`config.mk`:
```
export PLATFORM = sky130hd
export DESIGN_NAME = systolic_result_drain
export DESIGN_NICKNAME = d
export VERILOG_FILES = /design/src/rtl/systolic_pkg.sv /design/src/rtl/drain_snapshot_buf.sv /design/src/rtl/systolic_result_drain.sv
export SDC_FILE = /design/constraint.sdc
export NUM_CORES = 1
export LEC_CHECK = 0
export BUFFER_PORTS_ARGS = -buffer_cell sky130_fd_sc_hd__buf_2
export CAP_MARGIN = 0
export CELL_PAD_IN_SITES_DETAIL_PLACEMENT = 1
export CELL_PAD_IN_SITES_GLOBAL_PLACEMENT = 2
export CORE_UTILIZATION = 30
export CTS_CLUSTER_DIAMETER = 60
export DETAILED_ROUTE_END_ITERATION = 8
export GPL_TIMING_DRIVEN = 0
export HOLD_SLACK_MARGIN = 0.12
export PLACE_DENSITY = 0.85
export SETUP_SLACK_MARGIN = 0.15
export SLEW_MARGIN = 25
export SYNTH_ARGS = -nofsm -noshare
export SYNTH_HDL_FRONTEND = slang
export SYNTH_SLANG_ARGS = --single-unit
export TNS_END_PERCENT = 20
```
`constraint.sdc`:
```
create_clock -name CLK -period 6.7 [get_ports CLK]
set_clock_uncertainty 0.05 [all_clocks]
set_input_delay 0.335 -clock CLK [delete_from_list [all_inputs] [get_ports CLK]]
set_output_delay 0.335 -clock CLK [all_outputs]
set_load 0.03 [all_outputs]
```
`src/rtl/systolic_pkg.sv`:
```
// Shared definitions for the 3x3 systolic array and its result drain.
package systolic_pkg;

  localparam int ROWS_DEF = 3;
  localparam int COLS_DEF = 3;

  typedef enum logic {
    IDLE  = 1'b0,
    DRAIN = 1'b1
  } drain_state_t;

  function automatic int acc_w(input int datawidth);
    return 2 * datawidth + 1;
  endfunction

endpackage

```
`src/rtl/drain_snapshot_buf.sv`:
```
// N x AW snapshot register bank: parallel load of all accumulators, one indexed read port.
module drain_snapshot_buf #(
  parameter int AW = 17,
  parameter int N  = 9,
  parameter int IW = 4
) (
  input  logic            CLK,
  input  logic            RSTn,
  input  logic            load_i,
  input  logic [N*AW-1:0] wr_data_i,
  input  logic [IW-1:0]   rd_idx_i,
  output logic [AW-1:0]   rd_data_o
);

  logic [AW-1:0] mem_q [N];

  always_ff @(posedge CLK or negedge RSTn) begin
    if (!RSTn) begin
      for (int unsigned i = 0; i < N; i++) mem_q[i] <= '0;
    end else if (load_i) begin
      for (int unsigned i = 0; i < N; i++) mem_q[i] <= wr_data_i[i*AW +: AW];
    end
  end

  always_comb begin
    rd_data_o = '0;
    if (32'(rd_idx_i) < N) rd_data_o = mem_q[rd_idx_i];
  end

endmodule

```
`src/rtl/systolic_result_drain.sv`:
```
// Snapshots the PE accumulators on done and streams them row-major over valid/ready.
// Optional: DRAIN_PARITY_EN adds out_parity (XOR reduction of out_data).
module systolic_result_drain
  import systolic_pkg::*;
#(
  parameter  int DATAWIDTH = 8,
  parameter  int ROWS      = ROWS_DEF,
  parameter  int COLS      = COLS_DEF,
  localparam int AW        = acc_w(DATAWIDTH),
  localparam int N         = ROWS * COLS,
  localparam int IW        = $clog2(N)
) (
  input  logic            CLK,
  input  logic            RSTn,
  input  logic [N*AW-1:0] pe_acc,
  input  logic            done,
  input  logic            out_ready,
  input  logic            clr_overrun,
  output logic            out_valid,
  output logic [AW-1:0]   out_data,
  output logic [IW-1:0]   out_idx,
  output logic            out_last,
  output logic            busy,
  output logic            overrun
`ifdef DRAIN_PARITY_EN
  ,
  output logic            out_parity
`endif
);

  localparam logic [IW-1:0] LAST_IDX = IW'(N - 1);

  drain_state_t  state_q, state_d;
  logic [IW-1:0] idx_q, idx_d;
  logic [AW-1:0] data_q, data_d, rd_data;
  logic          ovr_q, ovr_d;
  logic          load, ovr_set, xfer, at_last;

  assign xfer    = (state_q == DRAIN) && out_ready;
  assign at_last = (idx_q == LAST_IDX);

  always_comb begin
    state_d = state_q;
    idx_d   = idx_q;
    load    = 1'b0;
    case (state_q)
      IDLE: begin
        if (done) begin
          load    = 1'b1;
          idx_d   = '0;
          state_d = DRAIN;
        end
      end
      DRAIN: begin
        if (xfer) begin
          if (at_last) begin
            idx_d = '0;
            if (done) load = 1'b1;
            else      state_d = IDLE;
          end else begin
            idx_d = idx_q + 1'b1;
          end
        end
      end
      default: state_d = IDLE;
    endcase
  end

  // Element 0 comes straight from pe_acc on capture since the bank loads on the same edge.
  always_comb begin
    data_d = data_q;
    if (load)                data_d = pe_acc[AW-1:0];
    else if (xfer && !at_last) data_d = rd_data;
  end

  assign ovr_set = done && (state_q == DRAIN) && !load;

  always_comb begin
    ovr_d = ovr_q;
    if (ovr_set)          ovr_d = 1'b1;
    else if (clr_overrun) ovr_d = 1'b0;
  end

  always_ff @(posedge CLK or negedge RSTn) begin
    if (!RSTn) begin
      state_q <= IDLE;
      idx_q   <= '0;
      data_q  <= '0;
      ovr_q   <= 1'b0;
    end else begin
      state_q <= state_d;
      idx_q   <= idx_d;
      data_q  <= data_d;
      ovr_q   <= ovr_d;
    end
  end

  drain_snapshot_buf #(
    .AW (AW),
    .N  (N),
    .IW (IW)
  ) u_buf (
    .CLK       (CLK),
    .RSTn      (RSTn),
    .load_i    (load),
    .wr_data_i (pe_acc),
    .rd_idx_i  (idx_d),
    .rd_data_o (rd_data)
  );

  assign out_valid = (state_q == DRAIN);
  assign busy      = (state_q == DRAIN);
  assign out_last  = out_valid && at_last;
  assign out_data  = data_q;
  assign out_idx   = idx_q;
  assign overrun   = ovr_q;
`ifdef DRAIN_PARITY_EN
  assign out_parity = ^data_q;
`endif

endmodule
```
==> summary.md <==
| Metric | Value |
|---|---|
| Reg2Reg Depth | `10` |
| CTS tree | `yes` |
| Post-route clock period utilization | `45.5%` |
| Post-Synth XOR/XNOR Area | `0.108%` |
| Syn Nets | `1063` |
| Synth cell types | `34` |
| YS warnings | `0` |
| Core box area | `0.0263 mm²` |
| HP Start | `pe_acc[4]` |
| FMAX | `0.328 GHz` |
| Initial Utilization | `30.8%` |
| WL per Instance | `19.1 µm` |
| Least-Margin Pin Slew | `0.985 ns` |
| Clock root cell | `clkbuf_16` |
| Worst hold path type | `input pin to register` |
| P&R area growth vs syn | `43.1%` |
| Cell area after synthesis | `0.00810 mm²` |
| Clk pin slew, worst setup/hold paths | `0.07 ns` |
| First-pass GRT wire length | `47000 µm` |
| Worst Setup Path Type | `register to register` |
| Critical Path RT | `7.02 ns` |
| Synth Register Bits | `176` |
| Initial antenna violation count | `0` |
| H-tree levels | `4` |
| Mean Syn Cell Area | `8.97 µm²` |
| Post-detail-place hpwl | `20700 µm` |
| Fin area | `0.0116 mm²` |
| Adder-cell share of the synthesized area | `0.309%` |
| Clk Latency, worst-skew pair | `0.44 ns` |
| Fin nets | `1417` |
| Vias in the first global route | `8413` |
| Drt first pass iters | `7` |
| Finished Core Util | `44.1%` |
| Cells on Worst Hold Path | `3` |
| PortBufs | `181` |
| DRC Markers | `13` |
| Pwr/cell area | `443 mW/mm²` |
| Violated checks | `design-rule violations` |
| Initial DRC count | `390` |
| Unrepaired setup endpoints after global routing | `no` |
| Fin worst setup slack | `3.65 ns` |
| Die Span Y | `166 µm` |
| Crit end category | `register` |
| Die Area | `0.0277 mm²` |
| Status | `finished, violations left` |
| Critical path arrival | `3.37 ns` |
| Hold Violations, Final | `0` |
| Commonest non-fill, non-tap cell in the layout | `nand2_1` |
| Io pins | `183` |
| P_leak | `6.00 nW` |
| Post-synthesis simple-gate area fraction | `23.3%` |
| Number of CTS-inserted buffers | `17` |
| Slew headroom | `34.3%` |
| Placement Setup Slack | `3.63 ns` |
| Total congestion overflow | `0` |
| Largest family of logic cells by synthesized area | `simple AND/OR/NAND/NOR gates` |
| Post-cts resize count | `0` |
| Minimum clock period | `3.05 ns` |
| Worst-case vdd ir drop | `222 µV` |
| # rows | `59` |
| Cell count after synthesis | `903` |
| Largest net degree at the start of global routing | `90` |
| Area after DPL | `0.00949 mm²` |
| CP Launch Type | `register` |
| R2r endpoint | `u_buf.mem_q[23]` |
| Share of cells above drive strength 1 | `21.1%` |
| Multiplexer share of the synthesized area | `8.59%` |
| Fin. max-slew vios | `0` |
| Clk sinks | `176` |
| Clock buffer depth | `2` |
| DRT antenna net count | `0` |
| # Max-Cap Violations | `0` |
| Critical path peak fanout | `10` |
| Seq/Total Area, Yosys | `54.4%` |
| Sum of negative setup slack | `0 ns` |
| Final wirelength | `30600 µm` |
| Commonest cells after routing, fill and taps aside | `nand2_1 (464), buf_2 (193), dfrtp_1 (176)` |
| Compound-cell area share of the yosys netlist | `9.26%` |
| Vias | `7558` |
| WHS Endpoint | `u_buf.mem_q[140]` |
| GPL Wtd Cong | `0.808` |
| Reg2reg setup slack | `3.65 ns` |
| Final Setup Violations | `0` |
| Worst r2r src | `out_idx[1]` |
| Ant diodes | `0` |
| Total GRT Usage | `22.7%` |
| Chip width | `166 µm` |
| Via-to-Cell Ratio | `4.71` |
cell families (layout without fill, tap and decap cells):
family,count (synthesis),in the layout
AND/OR/NAND/NOR,495,495
flip-flops,176,176
multiplexers,69,69
XOR/XNOR,1,1
buffers and inverters,63,430
AO/OA/AOI/OAI,97,97
adder cells (fa/ha/maj),2,2
worst max-delay path, stage by stage (launching register included):
cell	delay [ns]
dfrtp_1	0.45
inv_1	0.08
ha_1	0.18
nand3b_2	0.20
o21ai_1	0.30
and2_1	0.16
buf_2	0.33
clkbuf_1	0.64
buf_2	0.38
nand2_1	0.10
nand2_1	0.08
metrics by stage:
stage	power (mW)	hold WS [ns]	std cells
2_1_floorplan	3.30	-0.0106	903
3_3_place_gp	3.97	0.407	1419
3_5_place_dp	4.05	0.325	1421
4_1_cts	5.16	0.122	1605
5_1_grt	5.45	0.120	1605
6_report	5.14	0.129	1605
layer usage:
metal | global-route usage (%) | vias up | part of all wire [%]
met5 | 0 | - | 0
met4 | 6.44 | 0 | 1.3
met3 | 3.50 | 29 | 3.4
met2 | 40.3 | 175 | 51
met1 | 28.6 | 3733 | 44
li1 | - | 3621 | -
state kept, by name, indices dropped and copies added, names as in the netlist:
| register | flops |
|---|---|
| busy | 1 |
| out_idx | 4 |
| overrun | 1 |
| out_data | 17 |
| u_buf.mem_q | 153 |
worst max-delay path by stage:
stage	slack (ns)	depth (start not counted)	to	from
6_report	3.65	10	u_buf.mem_q[23]	out_idx[1]
5_1_grt	3.36	10	u_buf.mem_q[23]	out_idx[0]
4_1_cts	3.58	10	u_buf.mem_q[23]	out_idx[1]
3_5_place_dp	3.63	10	u_buf.mem_q[23]	out_idx[1]
3_3_place_gp	2.31	1	u_buf.mem_q[79]	RSTn
2_1_floorplan	4.23	11	out_data[0]	out_idx[1]
what timing repair did:
item,CTS,global route
buffers inserted,0,0
hold buffers,152,0
hold endpoints to repair,250,0
Yosys cell counts:
cell	n	area share (%)
nand2_1	464	21
dfrtp_1	176	54
mux2i_1	68	8.4
a22oi_1	34	3.2
a21oi_1	27	1.7
clkbuf_1	21	0.97
nor2_1	20	0.93
buf_2	13	0.80
a21oi_2	11	1.2
o31ai_2	10	1.5
buf_1	8	0.37
buf_4	8	0.74
inv_1	7	0.32
o31ai_1	7	0.65
buf_6	4	0.56
and3_1	3	0.23
nand3_1	3	0.19
ha_1	2	0.31
nand2b_1	2	0.15
a211o_1	1	0.11
a21boi_0	1	0.093
a22oi_2	1	0.15
a22oi_4	1	0.26
a41oi_2	1	0.20
and2_1	1	0.077
and3b_1	1	0.11
buf_12	1	0.25
inv_2	1	0.046
mux2_4	1	0.19
nand3b_2	1	0.14
o21ai_1	1	0.062
o22ai_1	1	0.077
o32ai_1	1	0.11
xnor2_1	1	0.11
layout make-up:
| type | instances | area (µm²) |
|---|---|---|
| Fill cell | 3090 | 14700 |
| Sequential cell | 176 | 4400 |
| Multi-Input combinational cell | 664 | 3370 |
| Timing Repair Buffer | 335 | 2490 |
| Clock buffer | 17 | 425 |
| Tap cell | 335 | 419 |
| Buffer | 55 | 299 |
| Clock inverter | 15 | 158 |
| Inverter | 8 | 30.0 |
power by group:
group | switching (mW) | internal, mW
clock network | 0.462 | 0.554
registers | 0.355 | 1.61
logic | 1.30 | 0.854
total | 2.12 | 3.01
Note: power is estimated with default switching activity, not from simulation.
